$ cat src/rtl/ucu_pkg.sv
// Shared encodings and the micro-word layout for the multicycle ARM-subset micro-sequencer.
package ucu_pkg;

   localparam int UPC_W = 4;

   typedef enum logic [UPC_W-1:0] {
      FETCH  = 4'd0,
      DECODE = 4'd1,
      MEMADR = 4'd2,
      MEMRD  = 4'd3,
      MEMWB  = 4'd4,
      MEMWR  = 4'd5,
      EXECR  = 4'd6,
      EXECI  = 4'd7,
      ALUWB  = 4'd8,
      BRANCH = 4'd9
   } upc_e;

   localparam logic [1:0] OP_DP  = 2'b00;
   localparam logic [1:0] OP_MEM = 2'b01;
   localparam logic [1:0] OP_BR  = 2'b10;

   localparam logic [1:0] RES_ALUOUT    = 2'd0;
   localparam logic [1:0] RES_DATA      = 2'd1;
   localparam logic [1:0] RES_ALURESULT = 2'd2;

   localparam logic [1:0] SRCB_RM     = 2'd0;
   localparam logic [1:0] SRCB_EXTIMM = 2'd1;
   localparam logic [1:0] SRCB_FOUR   = 2'd2;

   // Enables here are candidates; the top gates them with halt, mem_ready, cond_ex and no_reg_w.
   typedef struct packed {
      logic       valid;
      logic       memReq;
      logic       adrSrc;
      logic       irWrite;
      logic       nextPc;
      logic       branch;
      logic       memW;
      logic       regW;
      logic       regWChk;
      logic [1:0] resultSrc;
      logic       aluSrcA;
      logic [1:0] aluSrcB;
      logic       aluOp;
   } micro_word_t;

endpackage

$ cat src/rtl/micro_rom.sv
// Combinational micro-ROM: maps the micro-PC to its control word; unused codes read as all zero.
module micro_rom
   import ucu_pkg::*;
(
   input  upc_e        upc,
   output micro_word_t word
);

   always_comb begin
      word = '0;
      case (upc)
         FETCH: begin
            word.valid     = 1'b1;
            word.memReq    = 1'b1;
            word.irWrite   = 1'b1;
            word.nextPc    = 1'b1;
            word.resultSrc = RES_ALURESULT;
            word.aluSrcA   = 1'b1;
            word.aluSrcB   = SRCB_FOUR;
         end
         DECODE: begin
            // PC+8 is formed here so Rn==R15 reads the architectural value
            word.valid     = 1'b1;
            word.resultSrc = RES_ALURESULT;
            word.aluSrcA   = 1'b1;
            word.aluSrcB   = SRCB_FOUR;
         end
         MEMADR: begin
            word.valid   = 1'b1;
            word.aluSrcB = SRCB_EXTIMM;
         end
         MEMRD: begin
            word.valid  = 1'b1;
            word.memReq = 1'b1;
            word.adrSrc = 1'b1;
         end
         MEMWB: begin
            word.valid     = 1'b1;
            word.regW      = 1'b1;
            word.resultSrc = RES_DATA;
         end
         MEMWR: begin
            word.valid  = 1'b1;
            word.memReq = 1'b1;
            word.adrSrc = 1'b1;
            word.memW   = 1'b1;
         end
         EXECR: begin
            word.valid   = 1'b1;
            word.aluSrcB = SRCB_RM;
            word.aluOp   = 1'b1;
         end
         EXECI: begin
            word.valid   = 1'b1;
            word.aluSrcB = SRCB_EXTIMM;
            word.aluOp   = 1'b1;
         end
         ALUWB: begin
            word.valid     = 1'b1;
            word.regW      = 1'b1;
            word.regWChk   = 1'b1;
            word.resultSrc = RES_ALUOUT;
         end
         BRANCH: begin
            word.valid     = 1'b1;
            word.branch    = 1'b1;
            word.resultSrc = RES_ALURESULT;
            word.aluSrcB   = SRCB_EXTIMM;
         end
         default: word = '0;
      endcase
   end

endmodule

$ cat src/rtl/micro_sequencer.sv
// Micro-PC sequencer for the multicycle datapath: dispatch, enable gating and retired-instruction count.
module micro_sequencer
   import ucu_pkg::*;
#(
   parameter int UPC_W     = ucu_pkg::UPC_W,
   parameter int RET_CNT_W = 16
) (
   input  logic                 clk,
   input  logic                 reset_n,
   input  logic [1:0]           op,
   input  logic [5:0]           funct,
   input  logic                 cond_ex,
   input  logic                 no_reg_w,
   input  logic                 mem_ready,
   input  logic                 halt,
   output logic                 mem_req,
   output logic                 adr_src,
   output logic                 ir_write,
   output logic                 next_pc,
   output logic                 branch,
   output logic                 mem_w,
   output logic                 reg_w,
   output logic [1:0]           result_src,
   output logic                 alu_src_a,
   output logic [1:0]           alu_src_b,
   output logic                 alu_op,
   output logic                 illegal_op,
   output logic [RET_CNT_W-1:0] retired
);

   logic [UPC_W-1:0] upcQ;
   upc_e             upcCur;
   upc_e             upcNext;
   micro_word_t      word;
   logic             retire;
   logic             decodeIllegal;
   logic             active;
   logic             unusedFunct;

   assign upcCur      = upc_e'(upcQ);
   assign unusedFunct = ^funct[4:1];

   micro_rom uRom (
      .upc  (upcCur),
      .word (word)
   );

   always_comb begin
      upcNext       = upcCur;
      retire        = 1'b0;
      decodeIllegal = 1'b0;
      case (upcCur)
         FETCH:  if (!halt && mem_ready) upcNext = DECODE;
         DECODE: begin
            case (op)
               OP_MEM:  upcNext = MEMADR;
               OP_DP:   upcNext = funct[5] ? EXECI : EXECR;
               OP_BR:   upcNext = BRANCH;
               default: begin
                  upcNext       = FETCH;
                  decodeIllegal = 1'b1;
               end
            endcase
         end
         MEMADR: upcNext = funct[0] ? MEMRD : MEMWR;
         MEMRD:  if (mem_ready) upcNext = MEMWB;
         MEMWR: begin
            if (mem_ready) begin
               upcNext = FETCH;
               retire  = 1'b1;
            end
         end
         EXECR, EXECI: upcNext = ALUWB;
         MEMWB, ALUWB, BRANCH: begin
            upcNext = FETCH;
            retire  = 1'b1;
         end
         default: upcNext = FETCH;
      endcase
   end

   // A halted FETCH and reset both force every control line low.
   assign active = reset_n && !(upcCur == FETCH && halt);

   assign mem_req    = active & word.memReq;
   assign adr_src    = active & word.adrSrc;
   assign ir_write   = active & word.irWrite & mem_ready;
   assign next_pc    = active & word.nextPc & mem_ready;
   assign branch     = active & word.branch & cond_ex;
   assign mem_w      = active & word.memW & cond_ex;
   assign reg_w      = active & word.regW & cond_ex & ~(word.regWChk & no_reg_w);
   assign result_src = active ? word.resultSrc : 2'd0;
   assign alu_src_a  = active & word.aluSrcA;
   assign alu_src_b  = active ? word.aluSrcB : 2'd0;
   assign alu_op     = active & word.aluOp;
   assign illegal_op = reset_n & (decodeIllegal | ~word.valid);

   always_ff @(posedge clk or negedge reset_n) begin
      if (!reset_n) begin
         upcQ    <= UPC_W'(FETCH);
         retired <= '0;
      end else begin
         upcQ <= UPC_W'(upcNext);
         if (retire) retired <= retired + RET_CNT_W'(1);
      end
   end

endmodule
$ cat config.mk
export PLATFORM = sky130hd
export DESIGN_NAME = micro_sequencer
export DESIGN_NICKNAME = d
export VERILOG_FILES = /design/src/rtl/ucu_pkg.sv /design/src/rtl/micro_rom.sv /design/src/rtl/micro_sequencer.sv
export SDC_FILE = /design/constraint.sdc
export NUM_CORES = 1
export LEC_CHECK = 0
export BUFFER_PORTS_ARGS = -buffer_cell sky130_fd_sc_hd__buf_4
export CORE_AREA = 3 3 47 66
export CTS_BUF_LIST = sky130_fd_sc_hd__clkbuf_4 sky130_fd_sc_hd__clkbuf_8 sky130_fd_sc_hd__clkbuf_16
export CTS_CLUSTER_SIZE = 20
export DETAILED_ROUTE_END_ITERATION = 8
export DIE_AREA = 0 0 50 69
export GPL_TIMING_DRIVEN = 0
export PLACE_DENSITY = 0.75
export SETUP_SLACK_MARGIN = 0.15
export SLEW_MARGIN = 25
export SYNTH_ARGS = -nofsm -noshare
export SYNTH_HDL_FRONTEND = slang
export SYNTH_SLANG_ARGS = --single-unit
$ cat constraint.sdc
create_clock -name clk -period 5.1 [get_ports clk]
set_clock_uncertainty 0.2 [all_clocks]
set_input_delay 0 -clock clk [delete_from_list [all_inputs] [get_ports clk]]
set_output_delay 0 -clock clk [all_outputs]
set_load 0.03 [all_outputs]
# Word-level counts from Yosys, hierarchy flattened
# Index checks and enable logic that the tools add are counted.
# W data, S select, Z words.
[classes] n_addsub=1 n_eq_ne=14 mux=25 bitwise=20 reduce_logical=18
[op_table] operator="$pmux W4 S6" count=1
[op_table] operator="$and A1 B1 Y1" count=17
[op_table] operator="$add A16 B1 Y16 const B" count=1
[op_table] operator="$eq A4 B3 Y1 const B" count=4
[op_table] operator="$reduce_or A3 Y1" count=5
[op_table] operator="$mux W1" count=13
[op_table] operator="$mux W4" count=3
[op_table] operator="$pmux W4 S3" count=1
[op_table] operator="$reduce_or A10 Y1" count=1
[op_table] operator="$eq A4 B2 Y1 const B" count=2
[op_table] operator="$eq A4 B4 Y1 const B" count=2
[op_table] operator="$pmux W2 S2" count=2
[op_table] operator="$reduce_or A2 Y1" count=4
[op_table] operator="$mux W2" count=3
[op_table] operator="$ne A2 B2 Y1 const B" count=3
[op_table] operator="$eq A4 B1 Y1 const B" count=1
[op_table] operator="$logic_not A4 Y1" count=1
[op_table] operator="$logic_and A1 B1 Y1" count=3
[op_table] operator="$mux W3" count=1
[op_table] operator="$reduce_and A3 Y1" count=1
[op_table] operator="$eq A2 B1 Y1 const B" count=1
[op_table] operator="$eq A2 B2 Y1 const B" count=1
[op_table] operator="$logic_not A1 Y1" count=2
[op_table] operator="$logic_not A2 Y1" count=1
[op_table] operator="3 further kinds" count=4
[totals] register_bits=20 inputBits=14 out_inout_bits=30 wordCells=80

# Logic depth before layout (Yosys ltp)
# Gate-level depths: netlist of the first run.
[depth] depth_word=7 ltp_mapped=6 mapped_depth_nobuf=5

# Cells and area by module
# A second synthesis of the first run with hierarchy kept.
[unflattened] hier_cells=147 area_unflattened_um2=1443.9
[modules_own_cells] module="micro_sequencer" instances=1 cells_each=118 area_per_inst_um2=1249.9
[modules_own_cells] module="micro_rom" instances=1 cells_each=29 area_per_inst_um2=193.9

# Least setup slack after synthesis of the first run
# OpenSTA, ideal clock, no wires.
[synth_path] path_kind="register -> output" startpoint="register upcQ[0], in the netlist upcCur[0]" endpoint="output next_pc" arrival_time_ns=2.266 path_slack_ns=2.634 path_stages_with_launch=5 n_path_buf=2 path_cell_list="dfrtp_1 -> buf_2 -> nor3_1 -> nor4b_1 -> buf_4"
[synth_via] elab_chain_len=6 word_cells_on_any_way=7
[synth_rtl] item="from (decl)" line_no="micro_sequencer.sv:31" text="logic [UPC_W-1:0] upcQ;"
[synth_rtl] item="from (signal assigned)" line_no="micro_sequencer.sv:100" text="upcQ <= UPC_W'(FETCH);"
[synth_rtl] item="from (signal assigned)" line_no="micro_sequencer.sv:103" text="upcQ <= UPC_W'(upcNext);"
[synth_rtl] item="$logic_not A4 Y1 *" line_no="micro_rom.sv:11, micro_sequencer.sv:83"
[synth_rtl] item="$logic_and A1 B1 Y1" line_no="micro_sequencer.sv:83" text="assign active = reset_n && !(upcCur == FETCH && halt);"
[synth_rtl] item="$logic_not A1 Y1" line_no="micro_sequencer.sv:83"
[synth_rtl] item="$logic_and A1 B1 Y1" line_no="micro_sequencer.sv:83"
[synth_rtl] item="$and A1 B1 Y1 * (2 in series)" line_no="micro_sequencer.sv:88" text="assign next_pc = active & word.nextPc & mem_ready;"
[synth_rtl] item="to (decl)" line_no="micro_sequencer.sv:19" text="output logic next_pc,"
# Mark *: on every way between the ends. The rest lies on a longest branch, timed or not.

# Worst setup path in the final report of the first run
# Ends and elaborated chain as after synthesis.

==> results of run 1 <==
[state kept, by name (all words and copies together) (netlist names)]
register / count
upcCur: 4
retired: 16
[worst max-delay path, cell delays in order (launching register included)]
cell,delay [ns]
dfrtp_1,0.45
buf_2,0.21
nor3_1,0.29
nor4b_1,0.40
buf_4,0.18
buf_4,0.15
[layer usage]
layer  vias to the layer above  share of wire, %  GRT usage [%]
met5                         -                 0              0
met4                         0               1.6           8.31
met3                         6               4.6           2.38
met2                        40                54           36.2
met1                       579                40           22.4
li1                        589                 -              -
[area by class of cell]
class,instances,share of cell area [%]
multi-input cells,101,40.9
clock buffers,4,2.10
repair buffers,47,21.3
flip-flops and latches,20,28.9
well taps,36,2.60
inverters,7,1.52
plain buffers,7,2.75
[how the worst max path moves through the flow]
stage,depth (start not counted),to
floorplan,4,next_pc
global placement,5,retired[1]$_DFFE_PN0P_
detailed placement,5,retired[1]$_DFFE_PN0P_
CTS,5,next_pc
global route,5,next_pc
finish,5,next_pc
[report_power, final]
part	total [W]	switching (W)	internal, W
logic	0.000479	0.000293	0.000186
registers	0.000245	0.0000498	0.000196
clock network	0.0000941	0.0000506	0.0000436
[synth_stat cells, types with 2 or more instances]
library cell,n
nand2_1,7
nor4b_1,3
a31oi_1,2
nor3_1,12
o21ai_0,4
xnor2_1,7
buf_6,2
nor2_1,9
a2111oi_0,3
nand3_1,7
nand4_1,6
o211a_1,2
buf_2,2
and3_1,2
nor2b_1,3
a21oi_1,4
nand2b_1,2
dfrtp_1,20
inv_1,7
xor2_1,10
[metrics by stage]
step	hold WS, ns	cells	worst slack [ns]	util, %	total power, W
after floorplan	-0.496	135	2.63	-	0.000570
after global placement	-0.291	210	3.30	61.9	0.000706
after detailed placement	-0.284	210	3.26	61.9	0.000716
after CTS	0.0242	222	2.91	66.4	0.000824
after global routing	0.0457	222	2.80	66.2	0.000881
final	0.0333	222	2.91	66.2	0.000819
[what timing repair did]
action	in CTS	in global routing
setup endpoints to repair	0	0
hold endpoints to repair	24	0
hold buffers	8	0
setup buffers	0	0
[cells by family after synthesis]
group	Yosys count
multiplexers	2
AND/OR/NAND/NOR	59
AO/OA/AOI/OAI	22
buffers and inverters	14
flip-flops	20
adder cells (fa/ha/maj)	1
XOR/XNOR	17
==> results.md, run 1 <==
* Die width at 50 um
* FMAX at 458 MHz
* Fin area at 0.00173 mm^2
* Drt pass-1 iters at 4
* Synth Area in Compound Gates at 12.0%
* Initial antenna violation count at 0
* Hold Path Depth at 4
* Root Driver: clkbuf_4
* Vias in the first global route at 1289
* Yosys cell types at 41
* Filler Cell Count at 228
* Syn-to-layout area delta at 35.1%
* PortBufs at 39
* Post-cts repair resize count at 0
* Diode count at 0
* Remaining Overflow, GRT at 0
* Area contributors post-synth: dfrtp_1, xor2_1, xnor2_1
* Yosys top cell area share at 39.1%
* Setup Viol. Count Final at 0
* Worst-Skew Late Latency at 0.30 ns
* Reg clk slew, reported paths at 0.11 ns
* Detailed-route DRC error count at 0
* Avg Cell Area, Syn at 9.49 um^2
* Hold Crit Class: primary input to register
* Chip Height at 69 um
* Crit start category: register
* Post-synthesis xor/xnor area fraction at 11.6%
* Top Ports at 44
* Largest family of logic cells by synthesized area: simple AND/OR/NAND/NOR gates
* Clock buffer depth at 2
* Post-synthesis adder-cell area fraction at 0.977%
* Post-synthesis mux area share at 1.66%
* Multi-input gate area at 707 um^2
* DRT iter0 DRCs at 27
* Critical path class: register to output pin
* FF+latch count, synth at 20
* Final Wtd Congestion at 0.882
* Wire per inst at 14.1 um
* Die ar. at 0.00345 mm^2
* Most frequent cells in the layout: buf_4, dfrtp_1, nor3_1
* Synthesis Warnings at 0
* Nets at 202
* Most area-hungry cell type in the Yosys netlist: dfrtp_1
* Max-slew headroom at 69.7%
* Sequential fraction of the synthesis area at 39.1%
* RSZ-0062 raised after global routing: false
* Placed inst area at 0.00162 mm^2
* Largest net degree at the start of global routing at 21
* Worst setup EP type: output pin
* Critical path startpoint: upcCur[0]$_DFFE_PN0P_
* Worst-margin pin slew at 0.454 ns
* Total Wirelength at 3130 um
* Path depth of the worst reg2reg path at 5
* Register area at 500 um^2
* Vias per cell at 5.47
* R2r setup slk at 2.93 ns
* Final hold violations at 0
* Most common cell after layout, fill and taps aside: buf_4
* Hpwl dp at 2320 um
* Total track usage at 19.9%
* Total CTS buffers at 3
* Max Cap Viol at 0
* Fin crit period at 2.19 ns
* DR vias at 1214
* Async S/R FF share, synth at 100%
* CTS tree: yes
* Hold Path Origin: funct[5]
* Pwr/cell area at 473 mW/mm^2
* Hold path endpoint: upcCur[0]$_DFFE_PN0P_
* Final period utilization at 42.9%
* Req. time, crit path at 4.90 ns
* Critical Path Fanout Max at 10
* Post-synthesis simple-gate area fraction at 28.9%
* Worst flop-to-flop path endpoint: upcCur[2]$_DFFE_PN0P_
* Worst vdd ir at 307 uV
* Primary FF master, synth: dfrtp_1
* Setup TNS at 0 ns
* Final Slew Violations at 0
* Status: finished, final reports clean
* Syn Nets at 150
* Mapped Cells at 135
* Initial Utilization at 49.0%
* Core area at 0.00262 mm^2
* First-pass GRT wire length at 5530 um
* Post-DRT Antenna Nets at 0
* Critical Path AT at 1.99 ns
* Leak at 0.761 nW
* Row cnt at 22
* EDFF count, synth at 0
* Mapped cell area at 0.00128 mm^2
* Layout cells sized above 1 at 29.0%
* Reg2reg start: upcCur[0]$_DFFE_PN0P_
* Clock Sinks at 20
* H-tree levels at 1
(Power assumes the default switching activity.)
==> inputs of run 2 (changes only) <==
--- a/config.mk
+++ b/config.mk
@@ -6,13 +6,13 @@
 export NUM_CORES = 1
 export LEC_CHECK = 0
 export BUFFER_PORTS_ARGS = -buffer_cell sky130_fd_sc_hd__buf_4
-export CORE_AREA = 3 3 47 66
+export CORE_AREA = 3 3 48 67
 export CTS_BUF_LIST = sky130_fd_sc_hd__clkbuf_4 sky130_fd_sc_hd__clkbuf_8 sky130_fd_sc_hd__clkbuf_16
 export CTS_CLUSTER_SIZE = 20
 export DETAILED_ROUTE_END_ITERATION = 8
-export DIE_AREA = 0 0 50 69
+export DIE_AREA = 0 0 51 70
 export GPL_TIMING_DRIVEN = 0
-export PLACE_DENSITY = 0.75
+export PLACE_DENSITY = 0.72
 export SETUP_SLACK_MARGIN = 0.15
 export SLEW_MARGIN = 25
 export SYNTH_ARGS = -nofsm -noshare
==> constraint.sdc (replaced) <==
create_clock -name clk -period 2.02 [get_ports clk]
set_clock_uncertainty 0.2 [all_clocks]
set_input_delay 0 -clock clk [delete_from_list [all_inputs] [get_ports clk]]
set_output_delay 0 -clock clk [all_outputs]
set_load 0.03 [all_outputs]
==> run 2 against run 1 <==
  * Core utilization increased by 2.9 points
  * Critical endpoint unchanged
  * Sequential share of layout area down 1.6 points
  * Non-clock buffer count is 4 higher
  * Via count increased by 4.2%
  * Global-route usage about the same
  * Critical path type unchanged
  * Clock power up 97%
  * Count of clock-buffer cells in the layout down 1
  * First-iteration DRC count decreased by 30%
  * Largest cell class unchanged
  * Worst setup slack got worse by 2.7 ns
  * Largest power group unchanged
==> results.md, run 2 (synthesis gave the netlist of run 1 again) <==
* Status: finished, final reports clean
* Post-DRT Antenna Nets at 0 (unchanged)
* Diode count at 0 (unchanged)
* Root Driver: clkbuf_4
* Max reg flops at 16 (unchanged)
* Die width at 51 um (+2.0%)
* Leak at 0.799 nW (+5.0%)
* Critical path class: register to output pin
* H-tree levels at 1 (unchanged)
* Initial antenna violation count at 0 (unchanged)
* Top reg by flops: retired
* FMAX at 556 MHz
* Top Ports at 44 (unchanged)
* Detailed-route DRC error count at 0 (unchanged)
* Total CTS buffers at 3 (unchanged)
* Final Wtd Congestion at 0.867 (-1.8%)
* Place WS at 0.178 ns (-3.08 ns)
* Nets at 206 (+2.0%)
* Total track usage at 19.9% (-0.032 points)
* Final period utilization at 89.0%
* PortBufs at 39 (unchanged)
* Hold Path Origin: funct[5]
* CTS tree: yes
* Reg clk slew, reported paths at 0.10 ns (about the same)
* Cell Count, Final, Fillers Out at 225 (+1.4%)
* RSZ-0062 raised after global routing: true
* Clock Sinks at 20 (unchanged)
* Pwr/cell area at 1190 mW/mm^2 (+150%)
* Remaining Overflow, GRT at 0 (unchanged)
* Layout cells sized above 1 at 40.7% (+12 points)
* Cell-internal power at 0.00113 W (+170%)
* Reg2reg start: upcCur[2]$_DFFE_PN0P_
* Hold Path Depth at 4 (unchanged)
* Vias per cell at 5.62 (+2.8%)
* Crit start category: register
* Initial Utilization at 48.0% (-1.0 points)
* Hold path endpoint: upcCur[0]$_DFFE_PN0P_
* R2r setup slk at 0.23 ns (-2.70 ns)
* Worst-Skew Late Latency at 0.29 ns (about the same)
* Net Sw Frac at 48.5% (+0.47 points)
* Clock buffer depth at 2 (unchanged)
* Die ar. at 0.00357 mm^2 (+3.5%)
* Worst Slack Setup Final at 0.222 ns (-2.69 ns)
* Max-slew headroom at 69.7% (about the same)
* Total Wirelength at 3420 um (+9.2%)
* Placed instance count at 210 (unchanged)
* Path depth of the worst reg2reg path at 6 (+1)
* Worst-margin pin slew at 0.451 ns (-0.00349 ns)
* Worst vdd ir at 856 uV (+180%)
* DRT iter0 DRCs at 19 (-30%)
* Syn-to-layout area delta at 43.9%
* Seq pwr share at 28.5% (-1.5 points)
* Wire per inst at 15.2 um (+7.7%)
* DR vias at 1265 (+4.2%)
* Req. time, crit path at 1.82 ns (-3.08 ns)
* Hpwl dp at 2430 um (+4.6%)
* Largest net degree at the start of global routing at 21 (unchanged)
* Most frequent cells in the layout: buf_4, dfrtp_1, xor2_1
* Clk pwr share at 8.4% (-3.1 points)
* Combinational share of power at 63.1% (+4.6 points)
* Vias in the first global route at 1222 (-5.2%)
* Critical Path AT at 1.60 ns (-0.39 ns)
* Critical Path Fanout Max at 10 (unchanged)
* Worst flop-to-flop path endpoint: retired[1]$_DFFE_PN0P_
* Row cnt at 22 (unchanged)
* Drt pass-1 iters at 4 (unchanged)
* Switching power at 0.00107 W (+170%)
* Worst setup EP type: output pin
* Core area at 0.00267 mm^2 (+2.1%)
* Setup Viol. Count Final at 0 (unchanged)
* Final hold violations at 0 (unchanged)
* Chip Height at 70 um (+1.4%)
* Hold Crit Class: primary input to register
* Most common cell after layout, fill and taps aside: buf_4
* Critical path startpoint: upcCur[0]$_DFFE_PN0P_
* Max Cap Viol at 0 (unchanged)
* First-pass GRT wire length at 5530 um (-0.13%)
* Final Slew Violations at 0 (unchanged)
* Fin crit period at 1.80 ns
## run 2: how the worst max path moves through the flow
stage,cells past startpoint,to
CTS,5,next_pc
global route,6,illegal_op
finish,5,next_pc
detailed placement,5,retired[1]$_DFFE_PN0P_
floorplan,3,alu_src_a
global placement,5,retired[1]$_DFFE_PN0P_
## run 2: power by group through the flow
stage,Clock [W],Combinational (W),Sequential (W)
finish,0.000185,0.00139,0.000628
global route,0.000213,0.00149,0.000648
CTS,0.000194,0.00129,0.000626
detailed placement,0,0.00120,0.000633
global placement,0,0.00118,0.000625
floorplan,0,0.000734,0.000723
## run 2: cell type report
class | instances | area [um^2]
Buffer | 7 | 61.3
Clock buffer | 3 | 22.5
Fill cell | 217 | 826
Inverter | 7 | 26.3
Multi-Input combinational cell | 101 | 790
Sequential cell | 20 | 504
Tap cell | 36 | 45.0
Timing Repair Buffer | 51 | 395
## run 2: repair_timing
| action | 4_1_cts | 5_1_grt |
|---|---|---|
| hold buffers | 6 | 1 |
| pin swaps | 0 | 3 |
| endpoints found under the setup margin | 10 | 11 |
| setup buffers | 1 | 4 |
| resized for setup | 11 | 16 |
| gates cloned | 0 | 0 |
| hold endpoints to repair | 24 | 20 |
## run 2: through the flow
step                area [um^2]  hold slack [ns]  power (W)  TNS [ns]  utilization, %
floorplan                  1300           -0.496    0.00146   -0.0827               -
global placement           1640           -0.287    0.00181         0            61.4
detailed placement         1640           -0.285    0.00183         0            61.4
CTS                        1760           0.0349    0.00211         0            66.1
global route               1840           0.0540    0.00235         0            69.1
finish                     1840           0.0624    0.00220         0            69.1
## run 2: per-layer routing
metal / vias up / routed length, um / GRT usage (%)
li1: 598 / - / -
met1: 609 / 1300 / 22.5
met2: 46 / 1860 / 36.7
met3: 12 / 169 / 2.77
met4: 0 / 99 / 6.29
met5: - / 0 / 0
## run 2: worst max-delay path, cell delays in order, from the launching register on
cell     delay, ns
dfrtp_2       0.45
buf_6         0.16
nor3_4        0.17
nor4b_4       0.24
buf_4         0.15
buf_4         0.14
